<file path="src/rtl/ps2_key_tracker_if.sv">
// Key event stream between the PS/2 tracker and its consumer.
// The tracker drives the FIFO head; the consumer pops with evt_rd.
interface ps2_key_tracker_if #(
  parameter int W = 4
) ();
  logic         evt_valid;
  logic [W-1:0] evt_data;
  logic         evt_rd;

  modport master (
    output evt_valid,
    output evt_data,
    input  evt_rd
  );

  modport slave (
    input  evt_valid,
    input  evt_data,
    output evt_rd
  );
endinterface

</file>
<file path="src/rtl/ps2_key_tracker.sv">
// PS/2 keyboard receiver with E0/F0 prefix decode, a pressed-key
// bitmap for programmable scan codes and a press/release event FIFO.
module ps2_key_tracker #(
  parameter int NUM_KEYS    = 6,
  parameter int FILTER_LEN  = 8,
  parameter int FIFO_DEPTH  = 4,
  parameter int TIMEOUT_CYC = 50000
) (
  input  logic                  clk,
  input  logic                  rst,
  input  logic                  ps2c,
  input  logic                  ps2d,
  input  logic [9*NUM_KEYS-1:0] key_codes,
  output logic [NUM_KEYS-1:0]   key_down,
  ps2_key_tracker_if.master     evt,
  output logic [7:0]            rx_byte,
  output logic                  rx_byte_vld,
  output logic                  frame_err,
  output logic                  overflow
);

  localparam int IDX_W = (NUM_KEYS > 1) ? $clog2(NUM_KEYS) : 1;
  localparam int EW    = IDX_W + 1;
  localparam int AW    = $clog2(FIFO_DEPTH);
  localparam int FW    = $clog2(FILTER_LEN);
  localparam int TW    = $clog2(TIMEOUT_CYC + 1);

  typedef enum logic [1:0] {
    S_IDLE,
    S_DATA,
    S_PAR,
    S_STOP
  } rx_state_t;

  logic          r_c_s1, r_c_s2;
  logic          r_d_s1, r_d_s2;
  logic [FW-1:0] r_fcnt;
  logic          r_cf, r_cf_d;
  logic          w_fall;

  rx_state_t     r_state, w_state_n;
  logic [7:0]    r_shift, w_shift_n;
  logic [2:0]    r_bcnt, w_bcnt_n;
  logic          r_par, w_par_n;
  logic [TW-1:0] r_tcnt, w_tcnt_n;
  logic          w_good, w_err;

  logic [7:0]    r_rx_byte;
  logic          r_rx_vld;
  logic          r_ferr;

  logic                r_ext, r_brk;
  logic [NUM_KEYS-1:0] r_key_down;
  logic [8:0]          w_code;
  logic                w_is_pfx;
  logic                w_dec;
  logic [NUM_KEYS-1:0] w_match;
  logic [NUM_KEYS-1:0] w_chg;
  logic                w_push;
  logic [IDX_W-1:0]    w_idx;

  logic [EW-1:0] r_mem [FIFO_DEPTH];
  logic [AW-1:0] r_wp, r_rp;
  logic [AW:0]   r_cnt;
  logic          r_ovf;
  logic          w_full, w_pop, w_wr;

  // Two-flop synchronisers; PS/2 lines idle high.
  always_ff @(posedge clk or posedge rst) begin
    if (rst) begin
      r_c_s1 <= 1'b1;
      r_c_s2 <= 1'b1;
      r_d_s1 <= 1'b1;
      r_d_s2 <= 1'b1;
    end else begin
      r_c_s1 <= ps2c;
      r_c_s2 <= r_c_s1;
      r_d_s1 <= ps2d;
      r_d_s2 <= r_d_s1;
    end
  end

  // Clock glitch filter: follow ps2c only after FILTER_LEN stable samples.
  always_ff @(posedge clk or posedge rst) begin
    if (rst) begin
      r_fcnt <= '0;
      r_cf   <= 1'b1;
      r_cf_d <= 1'b1;
    end else begin
      r_cf_d <= r_cf;
      if (r_c_s2 == r_cf) begin
        r_fcnt <= '0;
      end else if (r_fcnt == FW'(FILTER_LEN - 1)) begin
        r_cf   <= r_c_s2;
        r_fcnt <= '0;
      end else begin
        r_fcnt <= r_fcnt + 1'b1;
      end
    end
  end

  assign w_fall = r_cf_d & ~r_cf;

  // Frame receiver next-state, bit capture and timeout.
  always_comb begin
    w_state_n = r_state;
    w_shift_n = r_shift;
    w_bcnt_n  = r_bcnt;
    w_par_n   = r_par;
    w_good    = 1'b0;
    w_err     = 1'b0;
    if (r_state == S_IDLE || w_fall)
      w_tcnt_n = '0;
    else
      w_tcnt_n = r_tcnt + 1'b1;
    unique case (r_state)
      S_IDLE: begin
        if (w_fall && !r_d_s2) begin
          w_state_n = S_DATA;
          w_bcnt_n  = '0;
        end
      end
      S_DATA: begin
        if (w_fall) begin
          w_shift_n = {r_d_s2, r_shift[7:1]};
          w_bcnt_n  = r_bcnt + 1'b1;
          if (r_bcnt == 3'd7)
            w_state_n = S_PAR;
        end
      end
      S_PAR: begin
        if (w_fall) begin
          w_par_n   = r_d_s2;
          w_state_n = S_STOP;
        end
      end
      S_STOP: begin
        if (w_fall) begin
          w_state_n = S_IDLE;
          if (r_d_s2 && (^r_shift ^ r_par))
            w_good = 1'b1;
          else
            w_err = 1'b1;
        end
      end
      default: w_state_n = S_IDLE;
    endcase
    if (r_state != S_IDLE && !w_fall &&
        r_tcnt == TW'(TIMEOUT_CYC - 1)) begin
      w_state_n = S_IDLE;
      w_err     = 1'b1;
      w_tcnt_n  = '0;
    end
  end

  // Receiver state and the registered byte/error pulses.
  always_ff @(posedge clk or posedge rst) begin
    if (rst) begin
      r_state   <= S_IDLE;
      r_shift   <= '0;
      r_bcnt    <= '0;
      r_par     <= 1'b0;
      r_tcnt    <= '0;
      r_rx_byte <= '0;
      r_rx_vld  <= 1'b0;
      r_ferr    <= 1'b0;
    end else begin
      r_state  <= w_state_n;
      r_shift  <= w_shift_n;
      r_bcnt   <= w_bcnt_n;
      r_par    <= w_par_n;
      r_tcnt   <= w_tcnt_n;
      r_rx_vld <= w_good;
      r_ferr   <= w_err;
      if (w_good)
        r_rx_byte <= r_shift;
    end
  end

  // Match the received code against the key table; pick the pushed key.
  always_comb begin
    w_code   = {r_ext, r_rx_byte};
    w_is_pfx = (r_rx_byte == 8'hE0) || (r_rx_byte == 8'hF0);
    w_dec    = r_rx_vld && !w_is_pfx;
    w_match  = '0;
    w_chg    = '0;
    w_push   = 1'b0;
    w_idx    = '0;
    for (int i = 0; i < NUM_KEYS; i++) begin
      w_match[i] = (key_codes[9*i +: 9] == w_code);
      w_chg[i]   = w_dec && w_match[i] && (r_key_down[i] == r_brk);
    end
    for (int i = NUM_KEYS - 1; i >= 0; i--) begin
      if (w_chg[i]) begin
        w_push = 1'b1;
        w_idx  = IDX_W'(i);
      end
    end
  end

  // Prefix flags and the live pressed bitmap.
  always_ff @(posedge clk or posedge rst) begin
    if (rst) begin
      r_ext      <= 1'b0;
      r_brk      <= 1'b0;
      r_key_down <= '0;
    end else if (r_ferr) begin
      r_ext <= 1'b0;
      r_brk <= 1'b0;
    end else if (r_rx_vld) begin
      if (r_rx_byte == 8'hE0) begin
        r_ext <= 1'b1;
      end else if (r_rx_byte == 8'hF0) begin
        r_brk <= 1'b1;
      end else begin
        r_ext <= 1'b0;
        r_brk <= 1'b0;
        for (int i = 0; i < NUM_KEYS; i++)
          if (w_match[i])
            r_key_down[i] <= ~r_brk;
      end
    end
  end

  assign w_full = (r_cnt == (AW+1)'(FIFO_DEPTH));
  assign w_pop  = evt.evt_rd && (r_cnt != '0);
  assign w_wr   = w_push && (!w_full || w_pop);

  // Event FIFO; a push on a full FIFO is accepted only alongside a pop.
  always_ff @(posedge clk or posedge rst) begin
    if (rst) begin
      for (int i = 0; i < FIFO_DEPTH; i++)
        r_mem[i] <= '0;
      r_wp  <= '0;
      r_rp  <= '0;
      r_cnt <= '0;
      r_ovf <= 1'b0;
    end else begin
      if (w_wr) begin
        r_mem[r_wp] <= {r_brk, w_idx};
        r_wp        <= r_wp + 1'b1;
      end
      if (w_pop)
        r_rp <= r_rp + 1'b1;
      r_cnt <= r_cnt + (AW+1)'(w_wr) - (AW+1)'(w_pop);
      if (w_push && w_full && !w_pop)
        r_ovf <= 1'b1;
    end
  end

  assign key_down      = r_key_down;
  assign evt.evt_valid = (r_cnt != '0);
  assign evt.evt_data  = r_mem[r_rp];
  assign rx_byte       = r_rx_byte;
  assign rx_byte_vld   = r_rx_vld;
  assign frame_err     = r_ferr;
  assign overflow      = r_ovf;

endmodule

</file>
<file path="src/flat_wrapper.sv">
// flat-port wrapper written by rule: the top's interface ports become plain ports
module ps2_key_tracker_flat 
#(
  parameter int NUM_KEYS    = 6,
  parameter int FILTER_LEN  = 8,
  parameter int FIFO_DEPTH  = 4,
  parameter int TIMEOUT_CYC = 50000
)
  (clk, rst, ps2c, ps2d, key_codes, key_down, rx_byte, rx_byte_vld, frame_err, overflow, evt_evt_valid, evt_evt_data, evt_evt_rd);
  ps2_key_tracker_if #(.W((3)+1)) evt_i ();
  input  logic clk;
  input  logic rst;
  input  logic ps2c;
  input  logic ps2d;
  input  logic [9*NUM_KEYS-1:0] key_codes;
  output logic [NUM_KEYS-1:0] key_down;
  output logic [7:0] rx_byte;
  output logic rx_byte_vld;
  output logic frame_err;
  output logic overflow;
  output wire logic [$bits(evt_i.evt_valid)-1:0] evt_evt_valid;
  output wire logic [$bits(evt_i.evt_data)-1:0] evt_evt_data;
  input wire logic [$bits(evt_i.evt_rd)-1:0] evt_evt_rd;
  assign evt_evt_valid = evt_i.evt_valid;
  assign evt_evt_data = evt_i.evt_data;
  assign evt_i.evt_rd = evt_evt_rd;
  ps2_key_tracker #(.NUM_KEYS(NUM_KEYS), .FILTER_LEN(FILTER_LEN), .FIFO_DEPTH(FIFO_DEPTH), .TIMEOUT_CYC(TIMEOUT_CYC)) u_core (.clk(clk), .rst(rst), .ps2c(ps2c), .ps2d(ps2d), .key_codes(key_codes), .key_down(key_down), .evt(evt_i), .rx_byte(rx_byte), .rx_byte_vld(rx_byte_vld), .frame_err(frame_err), .overflow(overflow));
endmodule
</file>
<file path="config.mk">
export PLATFORM = sky130hd
export DESIGN_NAME = ps2_key_tracker_flat
export DESIGN_NICKNAME = d
export VERILOG_FILES = /design/src/rtl/ps2_key_tracker_if.sv /design/src/rtl/ps2_key_tracker.sv /design/src/flat_wrapper.sv
export SDC_FILE = /design/constraint.sdc
export NUM_CORES = 1
export LEC_CHECK = 0
export CELL_PAD_IN_SITES_DETAIL_PLACEMENT = 1
export CELL_PAD_IN_SITES_GLOBAL_PLACEMENT = 1
export CORE_UTILIZATION = 42
export CTS_CLUSTER_DIAMETER = 80
export DETAILED_ROUTE_END_ITERATION = 10
export PLACE_DENSITY = 0.82
export SYNTH_ARGS = -nofsm -noshare
export SYNTH_HDL_FRONTEND = slang
export SYNTH_SLANG_ARGS = --single-unit
</file>
<file path="constraint.sdc">
create_clock -name clk -period 3.55 [get_ports clk]
set_clock_uncertainty 0.15 [all_clocks]
set_input_delay 0.5325 -clock clk [delete_from_list [all_inputs] [get_ports clk]]
set_output_delay 0.5325 -clock clk [all_outputs]
set_load 0.01 [all_outputs]
</file>
==> results.sh, run 1 <==
export IMPL_antenna_left=0
export IMPL_crit_path_end_kind="flip-flop"
export IMPL_cts_buffer_depth=2
export IMPL_gp_congestion=0.837
export IMPL_ys_seq_area_frac=0.431
export IMPL_grt_max_degree=53
export IMPL_synthFlopType="dfrtp_1"
export IMPL_numPortBuffers=80
export IMPL_max_slew_margin=0.386
export IMPL_busiest_layer="met2"
export IMPL_postCtsSetupBuffers=0
export IMPL_ys_ff_latch=81
export IMPL_cts_hold_buf=0
export IMPL_initial_utilization=0.434
export IMPL_crit_type="reg -> reg"
export IMPL_core_area_mm2=0.0109
export IMPL_die_y_um=108
export IMPL_arrival_ns=3.30
export IMPL_drc=0
export IMPL_cts_resized_gates=0
export IMPL_grt_pass1_vias=3856
export IMPL_synth_edff_count=0
export IMPL_power_density_mw_per_mm2=422
export IMPL_syn2layout_area_growth_pct=24.1
export IMPL_setup_viol=0
export IMPL_cts_sinks=81
export IMPL_drt_iter0_drc=83
export IMPL_use_met1=0.253
export IMPL_rsz0062_at_grt="no"
export IMPL_ir_drop_mv=0.243
export IMPL_avgSynthCellArea_um2=11.1
export IMPL_fin_nets=579
export IMPL_cts_buffers=9
export IMPL_synth_cells=426
export IMPL_finalCriticalPeriod_ns=3.17
export IMPL_synth_area_leaders="dfrtp_1 (40%), xor2_1 (8.5%), xnor2_1 (7.2%), mux2_1 (4.3%), ha_1 (4.0%)"
export IMPL_ys_async_sr_fraction=1.00
export IMPL_cts_tree="yes"
export IMPL_wl_um=12000
export IMPL_route_vias_total=3469
export IMPL_htree_levels=3
export IMPL_fin_util=0.538
export IMPL_ys_types=51
export IMPL_grtUsageMet3=0.0464
export IMPL_pin_count=81
export IMPL_fin_setup_tns_ns=0
export IMPL_first_pass_iters=4
export IMPL_gr_total_overflow=0
export IMPL_synth_area_mm2=0.00472
export IMPL_vias_per_cell=5.35
export IMPL_ys_warn_count=0
export IMPL_grt_met2_usage=0.384
export IMPL_maxSlewViolCount=0
export IMPL_die_w_um=108
export IMPL_dp_hpwl_um=9230
export IMPL_antenna_found_initial=0
export IMPL_yosysTopAreaCell="dfrtp_1"
export IMPL_clkLatencyLatePin_ns=0.36
export IMPL_synth_top_area_share=0.397
export IMPL_hold_class="reg -> reg"
export IMPL_clkTransAtPathRegs_ns=0.09
export IMPL_antenna_diode_count=0
export IMPL_worstMarginPinSlew_ns=0.921
export IMPL_outcome="finished, final reports clean"
export IMPL_crit_fanout=10
export IMPL_track_usage=0.218
export IMPL_grt_pass1_wl_um=19400
export IMPL_rows=38
export IMPL_dieArea_mm2=0.0117
export IMPL_drive_above_1_share=0.122
export IMPL_wl_per_cell_um=18.4
export IMPL_synth_nets=501
export IMPL_clock_root_buffer="clkbuf_8"
export IMPL_startpoint_type="flip-flop"
export IMPL_leakage_nw=2.67
export IMPL_finalCritPeriodShare=0.892
export IMPL_required_ns=3.69
export IMPL_max_freq_ghz=0.316
export IMPL_maxCapViolCount=0
export IMPL_finalHoldViolations=0
-- logic make-up after synthesis --
kind of cell	share of synthesized area
XOR/XNOR	0.158
multiplexers	0.0999
flip-flops	0.431
AND/OR/NAND/NOR	0.166
adder cells (fa/ha/maj)	0.0440
buffers and inverters	0.0405
AO/OA/AOI/OAI	0.0617
-- layout make-up --
| type | count | area, um2 |
|---|---|---|
| multi-input cells | 306 | 2500 |
| flip-flops and latches | 81 | 2030 |
| fillers | 1200 | 5030 |
| repair buffers | 84 | 843 |
| inverters | 22 | 83.8 |
| well taps | 140 | 175 |
| clock inverters | 7 | 101 |
| clock buffers | 9 | 124 |
-- routing by layer --
metal  part of all wire  vias up
li1                   -     1621
met1               0.42     1727
met2               0.50       96
met3              0.052       25
met4              0.032        0
met5                  0        -
-- flip-flops by register name, summed over array words and instances, names as in the netlist, 2 cells and up --
name and flops:
u_core.r_wp 2, u_core.rx_byte 8, u_core.r_state 2, u_core.r_rp 2, u_core.r_mem 16, u_core.r_bcnt 3
u_core.r_cnt 3, u_core.r_tcnt 16, u_core.r_shift 8, u_core.r_fcnt 3, u_core.key_down 6
-- synth_stat cells (8+ instances only) --
| master | instances |
|---|---|
| xnor2_1 | 39 |
| xor2_1 | 46 |
| nand2_1 | 22 |
| dfrtp_1 | 75 |
| mux2_1 | 18 |
| ha_1 | 15 |
| and2_1 | 8 |
| nand4_1 | 8 |
| nor2_1 | 26 |
| nor3_1 | 13 |
| a21oi_1 | 13 |
| mux2_2 | 15 |
| inv_1 | 22 |
| nand3_1 | 13 |
-- placed cells by master, fill, tap and decap left out, types with 9 or more instances in the layout --
cell / instances
mux2_1: 18
nor3_1: 13
a21oi_1: 13
clkbuf_8: 9
ha_1: 15
xnor2_1: 39
inv_1: 21
xor2_1: 46
dfrtp_1: 75
mux2_2: 15
nand3_1: 13
nand2_1: 22
clkdlybuf4s50_1: 80
nor2_1: 26
-- stage by stage --
step,worst slack [ns],instances,cell area [um2],total power [mW],hold slack (ns)
2_1_floorplan,0.745,426,4720,1.52,0.195
3_3_place_gp,0.199,633,5630,1.69,0.195
3_5_place_dp,0.0277,633,5630,1.73,0.197
4_1_cts,0.343,649,5860,2.51,0.210
5_1_grt,0.108,649,5860,2.62,0.219
6_report,0.384,649,5860,2.47,0.208
-- final timing paths --
path                              startpoint               end  slack (ns)  cells after the start
setup / recovery           u_core.rx_byte[4]   u_core.r_cnt[2]        0.38                     11
setup reg to reg           u_core.rx_byte[4]   u_core.r_cnt[2]        0.38                     11
hold / removal                 u_core.r_c_s1     u_core.r_c_s2        0.21                      0
hold reg to reg                u_core.r_c_s1     u_core.r_c_s2        0.21                      0
max in group asynchronous                rst    u_core.r_wp[1]        2.11                      3
min in group asynchronous                rst  u_core.r_bcnt[2]        0.51                      2
-- critical path, stage by stage, from the launching register on --
cell and delay, ns:
dfrtp_1 0.68, xor2_1 0.19, nor4_4 0.33, nand4_2 0.21, and2_1 0.23, nor4b_1 0.15, nor3_1 0.23, ha_1 0.18
inv_1 0.05, fa_1 0.37, xnor2_1 0.18, xnor2_1 0.14
-- power breakdown --
part	leakage, nW	switching (mW)	internal [mW]
sequential	1.06	0.106	1.02
clock	0.107	0.367	0.403
combinational	1.50	0.294	0.282
total	2.67	0.767	1.71
Note: power is estimated with default switching activity, not from simulation.
==> inputs of run 2 (changes only) <==
--- a/config.mk
+++ b/config.mk
@@ -11,6 +11,7 @@
 export CTS_CLUSTER_DIAMETER = 80
 export DETAILED_ROUTE_END_ITERATION = 10
 export PLACE_DENSITY = 0.82
+export SKIP_CTS_REPAIR_TIMING = 1
 export SYNTH_ARGS = -nofsm -noshare
 export SYNTH_HDL_FRONTEND = slang
 export SYNTH_SLANG_ARGS = --single-unit
==> results of run 2 <==
No change in the layout: final DEF, timing and power equal those of run 1.
==> inputs of run 3 (changes only) <==
--- a/config.mk
+++ b/config.mk
@@ -6,11 +6,11 @@
 export NUM_CORES = 1
 export LEC_CHECK = 0
 export CELL_PAD_IN_SITES_DETAIL_PLACEMENT = 1
-export CELL_PAD_IN_SITES_GLOBAL_PLACEMENT = 1
-export CORE_UTILIZATION = 42
+export CELL_PAD_IN_SITES_GLOBAL_PLACEMENT = 2
+export CORE_UTILIZATION = 35
 export CTS_CLUSTER_DIAMETER = 80
 export DETAILED_ROUTE_END_ITERATION = 10
-export PLACE_DENSITY = 0.82
+export PLACE_DENSITY = 0.83
 export SKIP_CTS_REPAIR_TIMING = 1
 export SYNTH_ARGS = -nofsm -noshare
 export SYNTH_HDL_FRONTEND = slang
==> results.sh, run 3 (synthesized netlist as in run 1, its figures left out) <==
export IMPL_antenna_left=0
export IMPL_crit_fanout=10
export IMPL_die_w_um=118
export IMPL_layout_common_cells="clkdlybuf4s50_1 (80), dfrtp_1 (75), xor2_1 (46)"
export IMPL_htree_levels=3
export IMPL_top_regs="u_core.r_mem x16, u_core.r_tcnt x16"
export IMPL_numPortBuffers=80
export IMPL_p_clk_frac=0.378
export IMPL_arrival_ns=3.31
export IMPL_p_int_mw=1.97
export IMPL_switching_share=0.277
export IMPL_hold_slack_ns=0.204
export IMPL_layoutNonFillerInstCount=686
export IMPL_min_from="u_core.r_d_s1"
export IMPL_core_area_mm2=0.0132
export IMPL_grt_max_degree=44
export IMPL_clkLatencyLatePin_ns=0.33
export IMPL_regToRegStartpoint="u_core.rx_byte[4]"
export IMPL_cts_sinks=81
export IMPL_rsz0062_at_grt="no"
export IMPL_dp_cells=670
export IMPL_drt_iter0_drc=107
export IMPL_maxSlewViolCount=0
export IMPL_antenna_found_initial=0
export IMPL_finalCritPeriodShare=0.908
export IMPL_power_density_mw_per_mm2=454
export IMPL_vias_per_cell=4.94
export IMPL_clock_root_buffer="clkbuf_16"
export IMPL_leakage_nw=2.73
export IMPL_startpoint="u_core.rx_byte[4]"
export IMPL_fin_setup_tns_ns=0
export IMPL_seq_power_share=0.413
export IMPL_outcome="finished, final reports clean"
export IMPL_syn2layout_area_growth_pct=27.3
export IMPL_startpoint_type="flip-flop"
export IMPL_clkTransAtPathRegs_ns=0.06
export IMPL_ir_drop_mv=0.246
export IMPL_dieArea_mm2=0.0140
export IMPL_setup_viol=0
export IMPL_wl_per_cell_um=16.8
export IMPL_gr_total_overflow=0
export IMPL_drive_above_1_share=0.124
export IMPL_required_ns=3.63
export IMPL_rows=42
export IMPL_finalCriticalPeriod_ns=3.22
export IMPL_grt_pass1_vias=3770
export IMPL_fin_ws_ns=0.325
export IMPL_track_usage=0.179
export IMPL_max_slew_margin=0.497
export IMPL_route_vias_total=3391
export IMPL_cts_buffer_depth=2
export IMPL_fin_nets=580
export IMPL_comb_power_share=0.210
export IMPL_dp_slack_ns=0.0979
export IMPL_crit_type="reg -> reg"
export IMPL_die_y_um=118
export IMPL_hold_class="reg -> reg"
export IMPL_grt_pass1_wl_um=19800
export IMPL_fin_util=0.456
export IMPL_gp_congestion=0.799
export IMPL_first_pass_iters=4
export IMPL_initial_utilization=0.358
export IMPL_max_freq_ghz=0.310
export IMPL_finalHoldViolations=0
export IMPL_wl_um=11500
export IMPL_worstMarginPinSlew_ns=0.753
export IMPL_cts_tree="yes"
export IMPL_crit_path_end_kind="flip-flop"
export IMPL_drc=0
export IMPL_layout_commonest_cell="clkdlybuf4s50_1"
export IMPL_maxCapViolCount=0
export IMPL_dp_hpwl_um=8770
export IMPL_cts_buffers=9
export IMPL_power_switching_mw=0.757
export IMPL_pin_count=81
export IMPL_placed_area_mm2=0.00567
export IMPL_stdcell_area_mm2=0.00601
export IMPL_antenna_diode_count=0
export IMPL_power_total_mw=2.73
[run 3: final timing paths]
path / to / slack, ns / depth (start not counted)
max: u_core.r_cnt[2] / 0.33 / 11
min: u_core.r_d_s2 / 0.20 / 0
max reg2reg: u_core.r_cnt[2] / 0.33 / 11
min reg2reg: u_core.r_d_s2 / 0.20 / 0
max in group asynchronous: u_core.r_shift[1] / 2.05 / 3
min in group asynchronous: u_core.r_tcnt[12] / 0.48 / 2
[run 3: power by group through the flow]
| stage | combinational [mW] | sequential [mW] | clock, mW |
|---|---|---|---|
| 6_report | 0.572 | 1.13 | 1.03 |
| 5_1_grt | 0.658 | 1.14 | 1.10 |
| 4_1_cts | 0.588 | 1.13 | 1.06 |
| 3_5_place_dp | 0.576 | 1.14 | 0 |
| 3_3_place_gp | 0.547 | 1.14 | 0 |
| 2_1_floorplan | 0.420 | 1.10 | 0 |
[run 3: layer usage]
metal | GRT usage | up-vias | wire (um)
li1 | - | 1629 | -
met1 | 0.225 | 1679 | 5080
met2 | 0.310 | 72 | 5850
met3 | 0.0352 | 11 | 446
met4 | 0.0537 | 0 | 148
met5 | 0 | - | 0
[run 3: area by class of cell]
| cell class | instances | area, um2 |
|---|---|---|
| inverters | 22 | 83.8 |
| well taps | 176 | 220 |
| clock buffers | 12 | 267 |
| flip-flops and latches | 81 | 2030 |
| repair buffers | 85 | 838 |
| fillers | 1408 | 7180 |
| multi-input cells | 306 | 2500 |
| clock inverters | 4 | 73.8 |
[run 3: worst max-delay path: stages, from the launching register on]
cell,delay (ns)
dfrtp_1,0.71
xor2_1,0.20
nor4_4,0.32
nand4_2,0.21
and2_1,0.22
nor4b_1,0.14
nor3_1,0.19
ha_1,0.17
inv_1,0.04
fa_1,0.37
xnor2_1,0.22
xnor2_1,0.18
